`config.mk`:
```
export PLATFORM = sky130hd
export DESIGN_NAME = cpu_control_unit
export DESIGN_NICKNAME = d
export VERILOG_FILES = /design/src/rtl/cpu_ctrl_pkg.sv /design/src/rtl/decode_exec.sv /design/src/rtl/cpu_control_unit.sv
export SDC_FILE = /design/constraint.sdc
export NUM_CORES = 1
export LEC_CHECK = 0
export CORE_MARGIN = 3
export CORE_UTILIZATION = 37
export DETAILED_ROUTE_END_ITERATION = 12
export GPL_TIMING_DRIVEN = 1
export PLACE_DENSITY_LB_ADDON = 0.25
export SKIP_LAST_GASP = 1
export SYNTH_ARGS = -nofsm -noshare
export SYNTH_HDL_FRONTEND = slang
export SYNTH_SLANG_ARGS = --single-unit
```
`constraint.sdc`:
```
create_clock -name Clock -period 2.7 [get_ports Clock]
set_clock_uncertainty 0.2 [all_clocks]
set_input_delay 0.81 -clock Clock [delete_from_list [all_inputs] [get_ports Clock]]
set_output_delay 0.81 -clock Clock [all_outputs]
set_load 0.005 [all_outputs]
```
`src/rtl/cpu_ctrl_pkg.sv`:
```
// Shared types and code points for the hardwired CPU sequencer: states,
// opcodes, datapath select/function encodings and the idle control vector.
package cpu_ctrl_pkg;

   typedef enum logic [2:0] {
      ST_INIT,
      ST_FETCH_L,
      ST_FETCH_H,
      ST_EXEC,
      ST_HALT
   } state_t;

   localparam logic [5:0] OP_BRA  = 6'h00;
   localparam logic [5:0] OP_BEQ  = 6'h01;
   localparam logic [5:0] OP_BNE  = 6'h02;
   localparam logic [5:0] OP_MOVL = 6'h03;
   localparam logic [5:0] OP_LDAR = 6'h04;
   localparam logic [5:0] OP_LD   = 6'h05;
   localparam logic [5:0] OP_ST   = 6'h06;
   localparam logic [5:0] OP_INC  = 6'h07;
   localparam logic [5:0] OP_DEC  = 6'h08;
   localparam logic [5:0] OP_ADD  = 6'h09;
   localparam logic [5:0] OP_SUB  = 6'h0A;
   localparam logic [5:0] OP_AND  = 6'h0B;
   localparam logic [5:0] OP_ORR  = 6'h0C;
   localparam logic [5:0] OP_XOR  = 6'h0D;
   localparam logic [5:0] OP_PSH  = 6'h0E;
   localparam logic [5:0] OP_POP  = 6'h0F;
   localparam logic [5:0] OP_HLT  = 6'h3F;

   localparam logic [2:0] FUN_DEC  = 3'b000;
   localparam logic [2:0] FUN_INC  = 3'b001;
   localparam logic [2:0] FUN_LOAD = 3'b010;
   localparam logic [2:0] FUN_CLR  = 3'b011;

   localparam logic [4:0] ALU_PASS_A = 5'b10000;
   localparam logic [4:0] ALU_ADD    = 5'b10100;
   localparam logic [4:0] ALU_SUB    = 5'b10110;
   localparam logic [4:0] ALU_AND    = 5'b10111;
   localparam logic [4:0] ALU_OR     = 5'b11000;
   localparam logic [4:0] ALU_XOR    = 5'b11001;

   localparam logic [2:0] ARF_SEL_PC   = 3'b011;
   localparam logic [2:0] ARF_SEL_AR   = 3'b101;
   localparam logic [2:0] ARF_SEL_SP   = 3'b110;
   localparam logic [2:0] ARF_SEL_ALL  = 3'b000;
   localparam logic [2:0] ARF_SEL_NONE = 3'b111;
   localparam logic [3:0] RF_SEL_ALL   = 4'b0000;
   localparam logic [3:0] RF_SEL_NONE  = 4'b1111;

   localparam logic [1:0] OUT_PC = 2'b00;
   localparam logic [1:0] OUT_AR = 2'b10;
   localparam logic [1:0] OUT_SP = 2'b11;

   localparam logic [1:0] MUX_ALU = 2'b00;
   localparam logic [1:0] MUX_MEM = 2'b10;
   localparam logic [1:0] MUX_IMM = 2'b11;

   typedef struct packed {
      logic [2:0] rf_out_a_sel;
      logic [2:0] rf_out_b_sel;
      logic [2:0] rf_fun_sel;
      logic [3:0] rf_reg_sel;
      logic [3:0] rf_scr_sel;
      logic [2:0] arf_fun_sel;
      logic [2:0] arf_reg_sel;
      logic [1:0] arf_out_c_sel;
      logic [1:0] arf_out_d_sel;
      logic [4:0] alu_fun_sel;
      logic       alu_wf;
      logic       ir_lh;
      logic       ir_write;
      logic       mem_cs;
      logic       mem_wr;
      logic [1:0] mux_a_sel;
      logic [1:0] mux_b_sel;
      logic       mux_c_sel;
   } ctrl_t;

   localparam ctrl_t CTRL_IDLE = '{
      rf_out_a_sel: 3'b000, rf_out_b_sel: 3'b000, rf_fun_sel: 3'b000,
      rf_reg_sel: RF_SEL_NONE, rf_scr_sel: 4'b1111, arf_fun_sel: 3'b000,
      arf_reg_sel: ARF_SEL_NONE, arf_out_c_sel: 2'b00, arf_out_d_sel: 2'b00,
      alu_fun_sel: 5'b00000, alu_wf: 1'b0, ir_lh: 1'b0, ir_write: 1'b0,
      mem_cs: 1'b1, mem_wr: 1'b0, mux_a_sel: 2'b00, mux_b_sel: 2'b00,
      mux_c_sel: 1'b0
   };

   // Active-low register enable: R1 sits in bit 3, R4 in bit 0.
   function automatic logic [3:0] rf_sel_n(input logic [1:0] r);
      return ~(4'b1000 >> r);
   endfunction

   function automatic logic [4:0] alu_code(input logic [5:0] op);
      case (op)
         OP_ADD:  return ALU_ADD;
         OP_SUB:  return ALU_SUB;
         OP_AND:  return ALU_AND;
         OP_ORR:  return ALU_OR;
         default: return ALU_XOR;
      endcase
   endfunction

endpackage

```
`src/rtl/decode_exec.sv`:
```
// Combinational EXEC-phase decoder: opcode, sequence count, IR fields and
// the Z flag produce the datapath control vector plus last-cycle/halt flags.
module decode_exec
   import cpu_ctrl_pkg::*;
#(
   parameter bit HALT_ON_UNDEF = 1'b1
) (
   input  logic [5:0] op,
   input  logic       s,
   input  logic [1:0] rx,
   input  logic [1:0] dst,
   input  logic [1:0] src1,
   input  logic [1:0] src2,
   input  logic [2:0] t,
   input  logic       flag_z,
   output ctrl_t      ctrl,
   output logic       last,
   output logic       halt
);

   logic first;
   logic take_branch;

   assign first       = (t == 3'd0);
   assign take_branch = (op == OP_BRA) || ((op == OP_BEQ) && flag_z) ||
                        ((op == OP_BNE) && !flag_z);

   always_comb begin
      ctrl = CTRL_IDLE;
      last = 1'b1;
      halt = 1'b0;
      case (op)
         OP_BRA, OP_BEQ, OP_BNE: begin
            if (take_branch) begin
               ctrl.mux_b_sel   = MUX_IMM;
               ctrl.arf_reg_sel = ARF_SEL_PC;
               ctrl.arf_fun_sel = FUN_LOAD;
            end
         end
         OP_MOVL: begin
            ctrl.mux_a_sel  = MUX_IMM;
            ctrl.rf_fun_sel = FUN_LOAD;
            ctrl.rf_reg_sel = rf_sel_n(rx);
         end
         OP_LDAR: begin
            ctrl.mux_b_sel   = MUX_IMM;
            ctrl.arf_reg_sel = ARF_SEL_AR;
            ctrl.arf_fun_sel = FUN_LOAD;
         end
         OP_LD: begin
            ctrl.arf_out_d_sel = OUT_AR;
            ctrl.mem_cs        = 1'b0;
            ctrl.mux_a_sel     = MUX_MEM;
            ctrl.rf_fun_sel    = FUN_LOAD;
            ctrl.rf_reg_sel    = rf_sel_n(rx);
         end
         OP_ST: begin
            ctrl.rf_out_a_sel  = {1'b0, rx};
            ctrl.alu_fun_sel   = ALU_PASS_A;
            ctrl.mux_c_sel     = 1'b0;
            ctrl.arf_out_d_sel = OUT_AR;
            ctrl.mem_cs        = 1'b0;
            ctrl.mem_wr        = 1'b1;
         end
         OP_INC, OP_DEC: begin
            ctrl.rf_fun_sel = (op == OP_INC) ? FUN_INC : FUN_DEC;
            ctrl.rf_reg_sel = rf_sel_n(rx);
         end
         OP_ADD, OP_SUB, OP_AND, OP_ORR, OP_XOR: begin
            ctrl.rf_out_a_sel = {1'b0, src1};
            ctrl.rf_out_b_sel = {1'b0, src2};
            ctrl.alu_fun_sel  = alu_code(op);
            ctrl.alu_wf       = s;
            ctrl.mux_a_sel    = MUX_ALU;
            ctrl.rf_fun_sel   = FUN_LOAD;
            ctrl.rf_reg_sel   = rf_sel_n(dst);
         end
         OP_PSH: begin
            // Pre-decrement SP, then store through the ALU low byte.
            if (first) begin
               ctrl.arf_reg_sel = ARF_SEL_SP;
               ctrl.arf_fun_sel = FUN_DEC;
               last             = 1'b0;
            end else begin
               ctrl.rf_out_a_sel  = {1'b0, rx};
               ctrl.alu_fun_sel   = ALU_PASS_A;
               ctrl.mux_c_sel     = 1'b0;
               ctrl.arf_out_d_sel = OUT_SP;
               ctrl.mem_cs        = 1'b0;
               ctrl.mem_wr        = 1'b1;
            end
         end
         OP_POP: begin
            if (first) begin
               ctrl.arf_out_d_sel = OUT_SP;
               ctrl.mem_cs        = 1'b0;
               ctrl.mux_a_sel     = MUX_MEM;
               ctrl.rf_fun_sel    = FUN_LOAD;
               ctrl.rf_reg_sel    = rf_sel_n(rx);
               last               = 1'b0;
            end else begin
               ctrl.arf_reg_sel = ARF_SEL_SP;
               ctrl.arf_fun_sel = FUN_INC;
            end
         end
         OP_HLT:  halt = 1'b1;
         default: halt = HALT_ON_UNDEF;
      endcase
   end

endmodule

```
`src/rtl/cpu_control_unit.sv`:
```
// Hardwired CPU sequencer: INIT, two-byte fetch, 1-2 cycle EXEC, HALT.
// Control outputs are decoded from state/T/IR and forced idle during reset.
module cpu_control_unit
   import cpu_ctrl_pkg::*;
#(
   parameter bit HALT_ON_UNDEF = 1'b1
) (
   input  logic        Clock,
   input  logic        Reset,
   input  logic [15:0] IROut,
   input  logic [3:0]  Flags,
   output logic [2:0]  RF_OutASel,
   output logic [2:0]  RF_OutBSel,
   output logic [2:0]  RF_FunSel,
   output logic [3:0]  RF_RegSel,
   output logic [3:0]  RF_ScrSel,
   output logic [2:0]  ARF_FunSel,
   output logic [2:0]  ARF_RegSel,
   output logic [1:0]  ARF_OutCSel,
   output logic [1:0]  ARF_OutDSel,
   output logic [4:0]  ALU_FunSel,
   output logic        ALU_WF,
   output logic        IR_LH,
   output logic        IR_Write,
   output logic        Mem_CS,
   output logic        Mem_WR,
   output logic [1:0]  MuxASel,
   output logic [1:0]  MuxBSel,
   output logic        MuxCSel,
   output logic        Halted
);

   state_t     state;
   logic [2:0] seq_t;
   logic       halted_q;
   ctrl_t      exec_ctrl;
   ctrl_t      ctrl;
   logic       exec_last;
   logic       exec_halt;
   logic       unused_bits;

   // IR[1:0] and the C/N/O flags never influence sequencing.
   assign unused_bits = ^{IROut[1:0], Flags[2:0]};

   decode_exec #(.HALT_ON_UNDEF(HALT_ON_UNDEF)) u_decode_exec (
      .op     (IROut[15:10]),
      .s      (IROut[9]),
      .rx     (IROut[9:8]),
      .dst    (IROut[7:6]),
      .src1   (IROut[5:4]),
      .src2   (IROut[3:2]),
      .t      (seq_t),
      .flag_z (Flags[3]),
      .ctrl   (exec_ctrl),
      .last   (exec_last),
      .halt   (exec_halt)
   );

   always_ff @(posedge Clock or negedge Reset) begin
      if (!Reset) begin
         state    <= ST_INIT;
         seq_t    <= 3'd0;
         halted_q <= 1'b0;
      end else begin
         case (state)
            ST_INIT:    state <= ST_FETCH_L;
            ST_FETCH_L: state <= ST_FETCH_H;
            ST_FETCH_H: begin
               state <= ST_EXEC;
               seq_t <= 3'd0;
            end
            ST_EXEC: begin
               if (exec_halt) begin
                  state    <= ST_HALT;
                  halted_q <= 1'b1;
               end else if (exec_last) begin
                  state <= ST_FETCH_L;
                  seq_t <= 3'd0;
               end else begin
                  seq_t <= seq_t + 3'd1;
               end
            end
            ST_HALT: state <= ST_HALT;
            default: state <= ST_INIT;
         endcase
      end
   end

   // Reset gates the decode so INIT's clears only fire once Reset is released.
   always_comb begin
      ctrl = CTRL_IDLE;
      if (Reset) begin
         case (state)
            ST_INIT: begin
               ctrl.arf_fun_sel = FUN_CLR;
               ctrl.arf_reg_sel = ARF_SEL_ALL;
               ctrl.rf_fun_sel  = FUN_CLR;
               ctrl.rf_reg_sel  = RF_SEL_ALL;
            end
            ST_FETCH_L, ST_FETCH_H: begin
               ctrl.arf_out_d_sel = OUT_PC;
               ctrl.mem_cs        = 1'b0;
               ctrl.ir_write      = 1'b1;
               ctrl.ir_lh         = (state == ST_FETCH_H);
               ctrl.arf_reg_sel   = ARF_SEL_PC;
               ctrl.arf_fun_sel   = FUN_INC;
            end
            ST_EXEC: ctrl = exec_ctrl;
            default: ctrl = CTRL_IDLE;
         endcase
      end
   end

   assign RF_OutASel  = ctrl.rf_out_a_sel;
   assign RF_OutBSel  = ctrl.rf_out_b_sel;
   assign RF_FunSel   = ctrl.rf_fun_sel;
   assign RF_RegSel   = ctrl.rf_reg_sel;
   assign RF_ScrSel   = ctrl.rf_scr_sel;
   assign ARF_FunSel  = ctrl.arf_fun_sel;
   assign ARF_RegSel  = ctrl.arf_reg_sel;
   assign ARF_OutCSel = ctrl.arf_out_c_sel;
   assign ARF_OutDSel = ctrl.arf_out_d_sel;
   assign ALU_FunSel  = ctrl.alu_fun_sel;
   assign ALU_WF      = ctrl.alu_wf;
   assign IR_LH       = ctrl.ir_lh;
   assign IR_Write    = ctrl.ir_write;
   assign Mem_CS      = ctrl.mem_cs;
   assign Mem_WR      = ctrl.mem_wr;
   assign MuxASel     = ctrl.mux_a_sel;
   assign MuxBSel     = ctrl.mux_b_sel;
   assign MuxCSel     = ctrl.mux_c_sel;
   assign Halted      = halted_q;

endmodule

```
==> impl_metrics.env <==
export IMPL_layout_commonest_cell="buf_4"
export IMPL_drc=0
export IMPL_wirelength_um=4540
export IMPL_yosys_warnings=0
export IMPL_arrival_ns=1.98
export IMPL_fmax_mhz=335.0
export IMPL_fin_hold_ws_ns=0.2634
export IMPL_yosysSeqAreaShare=0.1671
export IMPL_path_common_cell="nor2_1"
export IMPL_ir_worst_vdd_mv=0.7259
export IMPL_drive_gt1_frac=0.5743
export IMPL_grt_pass1_wl_um=6568
export IMPL_setup_violations=28
export IMPL_critPathRequiredTime_ns=1.69
export IMPL_clk_pin_slew_ns=0.05
export IMPL_drt_iter0_drc=58
export IMPL_die_x_um=59.24
export IMPL_crit_fanout=7
export IMPL_cts_buffer_depth=2
export IMPL_worstPathCellList="buf_6 -> nor2_4 -> buf_4 -> nand3_2 -> nor2_1 -> a31oi_1 -> nor2_1 -> dlygate4sd2_1"
export IMPL_multi_input_area_sq_um=991.0
export IMPL_clock_sinks=7
export IMPL_overflow=0
export IMPL_ys_ff_latch=7
export IMPL_ys_top_cells_by_area="dfrtp_1 17%, buf_4 8.6%, nor2_1 7.2%, nand2_1 5.0%, o21ai_0 4.8%"
export IMPL_gr_usage_all_layers=0.2399
export IMPL_cts_root_buf="clkbuf_4"
export IMPL_synth_edf_count=0
export IMPL_leakagePower_nw=1.004
export IMPL_async_reset_ff_frac=1.000
export IMPL_die_height_um=59.24
export IMPL_num_rows=18
export IMPL_synth_area_per_cell_sq_um=6.898
export IMPL_grt_max_degree=9
export IMPL_grt_pass1_vias=1478
export IMPL_cp_start_kind="input pin"
export IMPL_die_area_sq_mm=0.003509
export IMPL_numCtsBuffers=3
export IMPL_clk_latency_ns=0.25
export IMPL_final_cell_mix="43 x buf_4, 27 x buf_2, 16 x buf_6"
export IMPL_syn_area_sq_mm=0.001049
export IMPL_dp_hpwl_um=2903
export IMPL_antenna_found_initial=0
export IMPL_synth_top_area_frac=0.1671
export IMPL_post_route_period_util=1.106
export IMPL_p_per_area_mw_per_mm2=427.6
export IMPL_rsz0062_at_grt="true"
export IMPL_vias=1520
export IMPL_ant_nets=0
export IMPL_place_gp_congestion=0.8707
export IMPL_fillerInstances=157
export IMPL_drt_pass1_iterations=4
export IMPL_layout_setup_ws_ns=-0.2855
export IMPL_regArea_sq_um=175.2
export IMPL_pin_count=65
export IMPL_via_per_inst=5.448
export IMPL_crit_type="input pin to primary output"
export IMPL_wl_per_cell_um=16.27
export IMPL_violations="setup timing"
export IMPL_antenna_cells=0
export IMPL_rr_worst_depth=6
export IMPL_fin_setup_tns_ns=-4.451
export IMPL_crit_family="simple AND/OR/NAND/NOR gates"
export IMPL_floorplan_initialDensity=0.4048
export IMPL_max_cap_violations=0
export IMPL_yosys_cell_types_count=41
export IMPL_portBuffers=48
export IMPL_period_minus_slack_ns=2.986
export IMPL_hp_start="Halted"
export IMPL_area_growth_pct=98.21
export IMPL_reg2reg_slack_ns=0.75
export IMPL_status="finished, violations left"
export IMPL_h_tree_depth=1
export IMPL_hold_violations=0
export IMPL_cts_tree="yes"
export IMPL_synth_area_leader_cell="dfrtp_1"
export IMPL_synth_flop_cell="dfrtp_1"
export IMPL_critPathMaxStageDelay_ns=0.26
export IMPL_core_area_sq_mm=0.002590
export IMPL_min_to="Halted"
export IMPL_whs_path_depth=1
export IMPL_nNetsFinal=274
export IMPL_rr_endpoint="state[1]"
export IMPL_slew_viol_final=0
export IMPL_crit_slowest_cell="dlygate4sd2_1"
export IMPL_crit_buf_inv=3
export IMPL_critPathCaptureType="primary output"
export IMPL_worstHoldPathType="register to register"
export IMPL_netlist_instances=152
export IMPL_r2r_start="state[1]"
-- metrics by stage --
step                total power, W  setup slack, ns    util  instances  cell area (sq um)
floorplan                0.0004033          0.01981       -        161               1084
global placement         0.0007327           -1.116  0.6841        259               1772
detailed placement       0.0007451           -1.101  0.6841        259               1772
CTS                      0.0008411          -0.2193  0.7609        276               1971
global route             0.0009453          -0.3599  0.8024        279               2078
finish                   0.0008886          -0.2855  0.8024        279               2078
-- worst max-delay path by stage --
stage,from,end,slack (ns),cells after the start
after floorplan,IROut[15],RF_RegSel[0],0.02,6
after global placement,IROut[13],Mem_CS,-1.12,7
after detailed placement,IROut[13],Mem_CS,-1.10,7
after CTS,IROut[14],RF_OutASel[1],-0.22,8
after global routing,IROut[15],MuxASel[1],-0.36,8
final,IROut[15],MuxASel[1],-0.29,8
-- final cells by class --
class / instances / area share
Clock buffer: 4 / 0.01264
Inverter: 4 / 0.007225
Multi-Input combinational cell: 131 / 0.4768
Sequential cell: 7 / 0.08429
Tap cell: 30 / 0.01806
Timing Repair Buffer: 103 / 0.4010
-- state kept, by name (all words and copies together) (netlist names) --
signal	cells
state	3
Halted	1
seq_t	3
-- cells by family (layout without fill, tap and decap cells) --
| group | Yosys count | in the layout | share of synthesized area |
|---|---|---|---|
| DFF | 7 | 7 | 0.1671 |
| AOI/OAI and AO/OA | 31 | 31 | 0.1957 |
| adders and majority gates | 2 | 2 | 0.02386 |
| xor gates and xnor gates | 3 | 3 | 0.02506 |
| muxes | 2 | 2 | 0.01909 |
| buffers and inverters | 23 | 111 | 0.1301 |
| other | 2 | 11 | 0.007163 |
| and+or+nand+nor | 82 | 82 | 0.4320 |
-- synth_stat cells, types with 2 or more instances --
library cell / n
nor2_1: 20
nand2_1: 14
buf_4: 12
o21ai_0: 10
nor3_1: 9
dfrtp_1: 7
nand3_1: 6
o211ai_1: 5
a21oi_1: 4
and2_1: 4
and3_1: 4
inv_1: 4
nand2b_1: 4
nand3b_1: 4
nor2b_1: 4
buf_2: 3
clkbuf_1: 3
a22o_1: 2
a22oi_1: 2
conb_1: 2
ha_1: 2
mux2i_1: 2
nor2_4: 2
nor3b_1: 2
nor4_1: 2
o21a_1: 2
or3_4: 2
xnor2_1: 2
-- per-layer routing --
layer	track usage	up-vias	wire length (um)
li1	-	698	-
met1	0.2797	731	1725
met2	0.4462	72	2267
met3	0.04357	19	362
met4	0.05502	0	184
met5	0	-	0
-- worst register-to-register path, stage by stage (launching register included) --
cell and delay [ns]:
dfrtp_1 0.41, nand2_2 0.10, buf_4 0.15, or3_4 0.39, buf_4 0.16, or3_4 0.34
o21ai_0 0.11
-- timing repair --
action	CTS	global route
hold buffers	0	0
gates resized for setup	208	26
setup buffers	13	4
setup endpoints to repair	31	29
pin swaps	31	14
-- report_power, final --
group          switching [W]  internal, W
clock              0.0000367    0.0000563
combinational       0.000322     0.000319
sequential         0.0000265     0.000128
No activity file was read; power rests on OpenSTA's default activity.
